<file path="src/rtl/fir_mac_engine.sv">
// ---------------------------------------------------------------------------
// fir_mac_engine
//
// Streaming multiply-accumulate engine for FIR filtering. Each accepted term
// (x_in * tap_in) is added into a wide accumulator. After the last term of a
// frame the result is shifted, narrowed and held on y_out until the consumer
// takes it.
//
// Optional feature macro: FIR_MAC_SAT_EN
//   defined   : the shifted accumulator is clamped to the signed DATA_W range,
//               and sat_flag reports whether the current result was clipped.
//   undefined : the result wraps (two's complement), and sat_flag is tied 0.
//
// Parameters
//   DATA_W    signed width of sample, tap and result words
//   NUM_TAPS  maximum terms per frame (1..64)
//   OUT_SHIFT arithmetic right shift applied to the accumulator on output
//
// Ports
//   CLK       clock, all state on the rising edge
//   Resetn    asynchronous active-low reset
//   clear     synchronous frame abort, wins over any handshake that cycle
//   cfg_taps  terms per frame, sampled on the first term of a frame
//   in_valid  term offered            in_ready  term can be accepted
//   x_in      signed sample           tap_in    signed coefficient
//   y_out     signed result           y_valid   result held on y_out
//   y_ready   consumer takes result   busy      frame partially accumulated
//   sat_flag  current result was clipped
// ---------------------------------------------------------------------------
module fir_mac_engine #(
    parameter int DATA_W    = 32,
    parameter int NUM_TAPS  = 11,
    parameter int OUT_SHIFT = 0
) (
    input  logic                     CLK,
    input  logic                     Resetn,
    input  logic                     clear,
    input  logic [6:0]               cfg_taps,
    input  logic                     in_valid,
    output logic                     in_ready,
    input  logic signed [DATA_W-1:0] x_in,
    input  logic signed [DATA_W-1:0] tap_in,
    output logic signed [DATA_W-1:0] y_out,
    output logic                     y_valid,
    input  logic                     y_ready,
    output logic                     busy,
    output logic                     sat_flag
);

    // Headroom of clog2(NUM_TAPS) bits means a full frame can never overflow.
    localparam int ACC_W = 2 * DATA_W + $clog2(NUM_TAPS);

    typedef enum logic {
        ST_ACC  = 1'b0,
        ST_HOLD = 1'b1
    } state_e;

    state_e                   state_q;
    logic [6:0]               cnt_q;
    logic [6:0]               taps_q;
    logic signed [ACC_W-1:0]  acc_q;
    logic signed [DATA_W-1:0] y_q;
    logic                     y_valid_q;

    logic                      accept;
    logic                      first_term;
    logic                      last_term;
    logic [6:0]                cfg_eff;
    logic [6:0]                taps_d;
    logic [6:0]                cnt_d;
    logic signed [2*DATA_W-1:0] prod;
    logic signed [ACC_W-1:0]   prod_ext;
    logic signed [ACC_W-1:0]   acc_d;
    logic signed [ACC_W-1:0]   shifted;
    logic signed [DATA_W-1:0]  result_d;
    logic                      overflow;

    // A result waiting in HOLD blocks input; clear is applied on top of this
    // so a term offered in a clear cycle is dropped rather than accumulated.
    assign in_ready = !y_valid_q;
    assign accept   = in_valid && in_ready && !clear;
    assign busy     = (cnt_q != 7'd0);
    assign y_out    = y_q;
    assign y_valid  = y_valid_q;

    // Out-of-range tap counts (0 or above NUM_TAPS) fall back to NUM_TAPS.
    assign first_term = (cnt_q == 7'd0);
    assign cfg_eff    = (cfg_taps != 7'd0 && cfg_taps <= 7'(NUM_TAPS)) ? cfg_taps : 7'(NUM_TAPS);
    assign taps_d     = first_term ? cfg_eff : taps_q;
    assign cnt_d      = cnt_q + 7'd1;
    assign last_term  = (cnt_d == taps_d);

    // Operands are widened as signed values before the multiply so the full
    // 2*DATA_W product is formed, then sign-extended into the accumulator.
    assign prod     = (2*DATA_W)'(x_in) * (2*DATA_W)'(tap_in);
    assign prod_ext = ACC_W'(prod);
    assign acc_d    = first_term ? prod_ext : acc_q + prod_ext;
    assign shifted  = acc_d >>> OUT_SHIFT;

`ifdef FIR_MAC_SAT_EN
    // The value fits DATA_W only when every bit from DATA_W-1 upward equals
    // the sign bit; otherwise clamp to the extreme of matching sign.
    assign overflow = (shifted[ACC_W-1:DATA_W-1] != {(ACC_W-DATA_W+1){shifted[ACC_W-1]}});
    assign result_d = !overflow       ? shifted[DATA_W-1:0] :
                      shifted[ACC_W-1] ? {1'b1, {(DATA_W-1){1'b0}}} :
                                         {1'b0, {(DATA_W-1){1'b1}}};
    logic sat_q;
    assign sat_flag = sat_q;
`else
    logic unused_shift_bits;
    assign overflow          = 1'b0;
    assign result_d          = shifted[DATA_W-1:0];
    assign unused_shift_bits = ^{shifted[ACC_W-1:DATA_W], overflow};
    assign sat_flag          = 1'b0;
`endif

    // NOTE: all state uses non-blocking assignments so every register samples
    // the same pre-edge values regardless of statement order.
    always_ff @(posedge CLK or negedge Resetn) begin
        if (!Resetn) begin
            state_q   <= ST_ACC;
            cnt_q     <= 7'd0;
            taps_q    <= 7'd0;
            acc_q     <= '0;
            y_q       <= '0;
            y_valid_q <= 1'b0;
`ifdef FIR_MAC_SAT_EN
            sat_q     <= 1'b0;
`endif
        end else if (clear) begin
            state_q   <= ST_ACC;
            cnt_q     <= 7'd0;
            acc_q     <= '0;
            y_valid_q <= 1'b0;
`ifdef FIR_MAC_SAT_EN
            sat_q     <= 1'b0;
`endif
        end else begin
            case (state_q)
                ST_ACC: begin
                    if (accept) begin
                        acc_q  <= acc_d;
                        taps_q <= taps_d;
                        if (last_term) begin
                            cnt_q     <= 7'd0;
                            y_q       <= result_d;
                            y_valid_q <= 1'b1;
                            state_q   <= ST_HOLD;
`ifdef FIR_MAC_SAT_EN
                            sat_q     <= overflow;
`endif
                        end else begin
                            cnt_q <= cnt_d;
                        end
                    end
                end
                ST_HOLD: begin
                    if (y_ready) begin
                        y_valid_q <= 1'b0;
                        state_q   <= ST_ACC;
                    end
                end
                default: begin
                    state_q   <= ST_ACC;
                    y_valid_q <= 1'b0;
                end
            endcase
        end
    end

endmodule

</file>
<file path="config.mk">
export PLATFORM = sky130hd
export DESIGN_NAME = fir_mac_engine
export DESIGN_NICKNAME = d
export VERILOG_FILES = /design/src/rtl/fir_mac_engine.sv
export SDC_FILE = /design/constraint.sdc
export NUM_CORES = 1
export LEC_CHECK = 0
export BUFFER_PORTS_ARGS = -buffer_cell sky130_fd_sc_hd__buf_2
export CAP_MARGIN = 15
export CORE_MARGIN = 2
export CORE_UTILIZATION = 56
export DETAILED_ROUTE_END_ITERATION = 10
export GPL_ROUTABILITY_DRIVEN = 0
export PLACE_DENSITY = 0.86
export SLEW_MARGIN = 20
export SYNTH_ARGS = -nofsm -noshare
export SYNTH_HDL_FRONTEND = slang
export SYNTH_SLANG_ARGS = --single-unit
</file>
<file path="constraint.sdc">
create_clock -name CLK -period 4.75 [get_ports CLK]
set_input_delay 1.425 -clock CLK [delete_from_list [all_inputs] [get_ports CLK]]
set_output_delay 1.425 -clock CLK [all_outputs]
set_load 0.03 [all_outputs]
</file>
==> results of run 1 <==
-- per-layer routing --
| layer | track usage (%) | share of wire (%) | routed length, um | up-vias |
|---|---|---|---|---|
| li1 | - | - | - | 8363 |
| met5 | 0 | 0 | 0 | - |
| met1 | 43.2 | 32 | 26600 | 10300 |
| met3 | 8.52 | 12 | 10300 | 829 |
| met4 | 19.7 | 9.9 | 8230 | 0 |
| met2 | 60.9 | 46 | 38000 | 2110 |
-- stage by stage --
step           hold WS, ns  setup WS (ns)  setup TNS [ns]  util, %
2_1_floorplan        0.450          -4.49         -162.15        -
6_report             0.487          -5.08         -204.04     73.2
3_3_place_gp         0.467          -4.84         -203.01     67.0
3_5_place_dp         0.471          -5.07         -213.46     67.0
5_1_grt              0.515          -5.12         -209.70     73.2
4_1_cts              0.485          -4.57         -183.18     70.4
-- path summary, 6_finish.rpt --
kind	slack (ns)	startpoint	cells past startpoint	endpoint
max in group asynchronous	3.11	Resetn	1	cnt_q[4]
worst max register to register	1.50	acc_q[12]	17	y_out[26]
worst min-delay path	0.49	y_out[17]	2	y_out[17]
min in group asynchronous	1.12	Resetn	1	acc_q[9]
worst max-delay path	-5.08	tap_in[9]	34	y_out[31]
worst min register to register	0.49	y_out[17]	2	y_out[17]
-- sequential cells by signal, summed over array words and instances (netlist names) --
register  flops
state_q       1
cnt_q         7
acc_q        32
y_valid       1
taps_q        7
y_out        32
-- cells in the final DEF, fill, tap and decap left out, types with 10 or more instances in the layout --
master / count
ha_4: 57
nor2_2: 13
ha_1: 126
a21oi_4: 10
nand2b_1: 11
fa_1: 385
buf_12: 13
clkbuf_16: 11
xnor2_1: 65
xnor2_2: 12
buf_4: 344
nor3_1: 14
o21ai_2: 22
nand2_2: 11
o21ai_1: 35
a21oi_1: 32
buf_6: 47
inv_1: 505
nand3_1: 10
xor2_1: 25
dfrtp_1: 80
o21ai_0: 22
a211oi_2: 17
nor2_1: 61
o21a_1: 18
a211oi_1: 10
a21o_1: 20
inv_2: 42
buf_2: 84
fa_2: 24
and2_4: 31
a21oi_2: 29
nand2_1: 284
and2_1: 268
-- area by class of cell --
class                   instances  area share [%]
clock buffers                  10           0.809
diodes                          6          0.0531
repair buffers                504            14.3
flip-flops and latches         80            7.08
clock inverters                 6           0.212
well taps                     518            2.29
multi-input cells            1767            68.0
inverters                     548            7.28
-- kinds of logic after synthesis --
family	count (synthesis)	share of synthesized area (%)
compound gates	281	8.47
xor+xnor	111	4.50
fa+ha+maj	594	48.0
buf+inv	666	11.6
flops	80	9.15
mux	14	0.669
other cells	1	0.0171
simple gates	766	17.6
-- worst min-delay path: cells and delay by family, from the launching register on --
| kind | cells | cell delay, ns |
|---|---|---|
| flip-flops | 1 | 0.34 |
| AO/OA/AOI/OAI | 1 | 0.06 |
| AND/OR/NAND/NOR | 1 | 0.05 |
-- what timing repair did --
| action | in CTS | in global routing |
|---|---|---|
| endpoints found under the setup margin | 56 | 57 |
| pin swaps | 98 | 127 |
| gates cloned | 1 | 2 |
| buffers inserted | 35 | 37 |
| gates resized for setup | 166 | 168 |
==> results.py, run 1 <==
metrics = {
    "run_status": {
        "run_status": "finished with violations",
        "violations": "negative setup slack",
    },
    "timing": {
        "timing.final.crit_period_ns": 9.83,
        "finalSetupViolations": 56,
        "worstMarginPinSlew_ns": 1.09,
        "slew_headroom_pct": 27.4,
        "layout_setup_ws_ns": -5.08,
        "slew_viol_final": 0,
        "maxClockFrequency_mhz": 102,
        "clock_skew_ns": 0.0142,
        "grt_setup_unrepaired": "true",
        "layout_worst_path_cycle_share_pct": 207,
        "finalHoldViolCount": 0,
    },
    "final_layout": {
        "multiInputGateArea_um2": 19200,
        "layout.cells.non_filler": 3439,
        "drive_gt1_share_pct": 29.5,
        "area.sequential_um2": 2000,
        "layout.filler_cells": 2137,
        "syn2layout_area_growth_pct": 29.2,
        "num-nets-final": 3580,
        "design_area_um2": 28300,
    },
    "worst_setup_path": {
        "cpPeakStageDelay_ns": 0.64,
        "cp_data_required_time_ns": 4.98,
        "critical-path-top-delay-family": "adder cells",
        "category_of_the_worst_setup_path_launch_point": "primary input",
        "endpoint_kind": "flip-flop",
        "cp.buffers_inverters": 9,
        "path_class": "primary input to flip-flop",
        "critical_path_data_arrival_time_ns": 10.06,
        "slowest_stage": "fa_1",
        "cp_max_fo": 14,
        "cpMostUsedCell": "fa_1",
    },
    "floorplanning": {
        "core_um2": 38600,
        "die_height_um": 202,
        "die_area_um2": 40700,
        "initial_core_util_pct": 56.6,
        "io_pins": 112,
        "die_width_um": 202,
        "std_cell_rows": 72,
    },
    "placement": {
        "placedInstanceArea_um2": 25900,
        "buffer_ports.inserted": 110,
        "numPlacedInstances": 3348,
        "dp_hpwl_um": 54100,
    },
    "flow_run": {
        "maxCapViolCount": 0,
    },
    "synthesis": {
        "syn-num-nets": 3183,
        "syn_area_um2": 21900,
        "yosysTopAreaCell": "fa_1",
        "seq_area_frac_synth_pct": 9.15,
        "synth_async_sr_flop_share_pct": 100,
        "cells_taking_the_most_area_after_synthesis": "fa_1, ha_1, inv_1",
        "syn_inst": 2513,
        "mean_instance_size_in_the_synthesized_netlist_um2": 8.71,
        "synthDistinctLibCells": 80,
        "yosys.area.top_type_share_pct": 37.4,
        "yosys-top-cells-count": "inv_1, fa_1, and2_1",
        "most_frequent_cell_after_synthesis": "inv_1",
        "ys_warn_count": 0,
        "synth.ff_latch_count": 80,
        "synth-edff-count": 0,
        "ys.flop_type": "dfrtp_1",
    },
    "detailed_routing": {
        "violation_count_after_the_first_detailed_routing_iteration": 2925,
        "drc": 0,
        "num_vias": 21600,
        "drt-pass1-iter-count": 6,
        "detail-route-antenna-nets": 0,
        "route.detailed.vias_per_inst": 6.27,
        "routed_wl_um": 83100,
        "routed_wire_length_per_instance_um": 24.2,
    },
    "grt": {
        "global_route.overflow_total": 0,
        "grt_max_degree": 81,
        "grt_first_pass_wirelength_um": 116000,
        "grt_util_all_layers_pct": 36.2,
        "grt_antenna_before_repair": 7,
        "grt_pass1_vias": 22500,
    },
    "clock_network": {
        "clock_latency_ns": 0.35,
        "clock_tree_root_driver_cell": "clkbuf_16",
        "number_of_buffers_created_by_cts": 9,
        "cts.path.max_buffers": 2,
        "tritoncts": "yes",
        "cts.htree.levels": 3,
        "clk_pin_slew_ns": 0.06,
        "cts_hold_repair.buffers": 0,
        "clkSinkCount": 80,
    },
    "hold_path": {
        "hp-class": "flip-flop to flip-flop",
    },
}
Power of run 1 is left out: the tool's default activity adds up to more than one toggle a clock period on the data nets, which glitch-free logic cannot reach.
==> inputs of run 2 (changes only) <==
--- a/config.mk
+++ b/config.mk
@@ -9,9 +9,11 @@
 export CAP_MARGIN = 15
 export CORE_MARGIN = 2
 export CORE_UTILIZATION = 56
+export CTS_CLUSTER_DIAMETER = 30
 export DETAILED_ROUTE_END_ITERATION = 10
 export GPL_ROUTABILITY_DRIVEN = 0
 export PLACE_DENSITY = 0.86
+export RECOVER_POWER = 100
 export SLEW_MARGIN = 20
 export SYNTH_ARGS = -nofsm -noshare
 export SYNTH_HDL_FRONTEND = slang
==> results.py, run 2 (synthesis gave the netlist of run 1 again) <==
metrics = {
    "clock_network": {
        "number_of_buffers_created_by_cts": 9,
        "clock_latency_ns": 0.35,
        "clk_pin_slew_ns": 0.06,
        "clkSinkCount": 80,
        "tritoncts": "yes",
        "clock_tree_root_driver_cell": "clkbuf_16",
        "cts.path.max_buffers": 2,
        "cts_hold_repair.buffers": 0,
        "cts.htree.levels": 3,
    },
    "detailed_routing": {
        "route.detailed.vias_per_inst": 6.26,
        "violation_count_after_the_first_detailed_routing_iteration": 2661,
        "routed_wl_um": 83200,
        "routed_wire_length_per_instance_um": 24.2,
        "detail-route-antenna-nets": 0,
        "num_vias": 21500,
        "drc": 0,
        "drt-pass1-iter-count": 9,
    },
    "floorplanning": {
        "core_um2": 38600,
        "die_height_um": 202,
        "std_cell_rows": 72,
        "io_pins": 112,
        "die_area_um2": 40700,
        "initial_core_util_pct": 56.6,
        "die_width_um": 202,
    },
    "worst_setup_path": {
        "category_of_the_worst_setup_path_launch_point": "primary input",
        "endpoint_kind": "flip-flop",
        "cp.buffers_inverters": 9,
        "path_class": "primary input to flip-flop",
        "cpPeakStageDelay_ns": 0.64,
        "slowest_stage": "fa_1",
        "cp_max_fo": 14,
        "critical-path-top-delay-family": "adder cells",
        "cpMostUsedCell": "fa_1",
        "cp_data_required_time_ns": 4.98,
        "critical_path_data_arrival_time_ns": 10.10,
    },
    "placement": {
        "dp_hpwl_um": 54100,
        "numPlacedInstances": 3348,
        "buffer_ports.inserted": 110,
    },
    "timing": {
        "grt_setup_unrepaired": "true",
        "clock_skew_ns": 0.0142,
        "slew_headroom_pct": -37.6,
        "finalSetupViolations": 57,
        "finalHoldViolCount": 0,
        "maxClockFrequency_mhz": 101,
        "worstMarginPinSlew_ns": 2.06,
        "timing.final.crit_period_ns": 9.87,
        "layout_worst_path_cycle_share_pct": 208,
        "final.setup.tns_ns": -207.49,
        "slew_viol_final": 110,
        "layout_setup_ws_ns": -5.12,
    },
    "final_layout": {
        "layout.cells.most_common_list": "inv_1, fa_1, buf_4",
        "layout_commonest_cell": "inv_1",
        "drive_gt1_share_pct": 28.1,
        "layout.filler_cells": 2165,
        "finalCoreUtilization_pct": 73.0,
        "syn2layout_area_growth_pct": 28.9,
        "layout.cells.non_filler": 3438,
        "num-nets-final": 3580,
    },
    "grt": {
        "global_route.usage.met2_pct": 60.9,
        "grt_pass1_vias": 22500,
        "grt_antenna_before_repair": 7,
        "grt_util_all_layers_pct": 36.2,
        "routing_layer_with_the_top_usage_in_global_route": "met2",
        "grt_max_degree": 81,
        "global_route.overflow_total": 0,
        "gr-usage-met3_pct": 8.52,
        "grt_first_pass_wirelength_um": 116000,
        "groute.layer.met1.usage_pct": 43.2,
    },
    "hold_path": {
        "hp-class": "flip-flop to flip-flop",
    },
    "run_status": {
        "run_status": "finished with violations",
        "violations": "max-capacitance violations, max-slew violations, negative setup slack",
    },
    "flow_run": {
        "maxCapViolCount": 2,
    },
}
==> run 2: final timing paths <==
kind | slack, ns | startpoint | depth (start not counted) | endpoint
worst max-delay path | -5.12 | tap_in[9] | 34 | y_out[31]
min in group asynchronous | 1.66 | Resetn | 1 | acc_q[9]
worst min register to register | 0.49 | y_out[17] | 2 | y_out[17]
worst min-delay path | 0.49 | y_out[17] | 2 | y_out[17]
worst max register to register | 1.27 | cnt_q[0] | 12 | y_out[22]
max in group asynchronous | 1.86 | Resetn | 1 | cnt_q[4]
==> run 2: tightest hold or removal path: stages (launching register included) <==
cell     delay, ns
dfrtp_1       0.34
nand2_1       0.05
o21ai_1       0.06
==> run 2: area by class of cell <==
type / instances / area, um^2 / area share [%]
inverter: 548 / 2060 / 7.30
clock inverter: 6 / 60.1 / 0.213
tap: 518 / 648 / 2.30
antenna: 5 / 12.5 / 0.0444
sequential: 80 / 2000 / 7.10
timing repair buffer: 504 / 3960 / 14.1
multi-input combinational: 1767 / 19200 / 68.2
clock buffer: 10 / 229 / 0.812
==> run 2: metal layers <==
layer / share of wire, % / routed length [um]
met4: 9.8 / 8160
met1: 32 / 26700
met2: 46 / 38200
met3: 12 / 10100
met5: 0.020 / 17
==> run 2: what timing repair did <==
| action | CTS | global route |
|---|---|---|
| buffers inserted | 35 | 37 |
| gates resized for setup | 166 | 168 |
| pin swaps | 98 | 127 |
| cloned | 1 | 2 |
| setup endpoints to repair | 56 | 57 |
==> run 2: through the flow <==
| step | setup WS (ns) | cell area, um^2 | hold WS (ns) |
|---|---|---|---|
| after floorplan | -4.49 | 23000 | 0.450 |
| after global placement | -4.84 | 25900 | 0.467 |
| final | -5.12 | 28200 | 0.491 |
| after CTS | -4.57 | 27200 | 0.485 |
| after global routing | -5.13 | 28200 | 0.517 |
| after detailed placement | -5.07 | 25900 | 0.471 |
Power of run 2 is left out for the same reason.
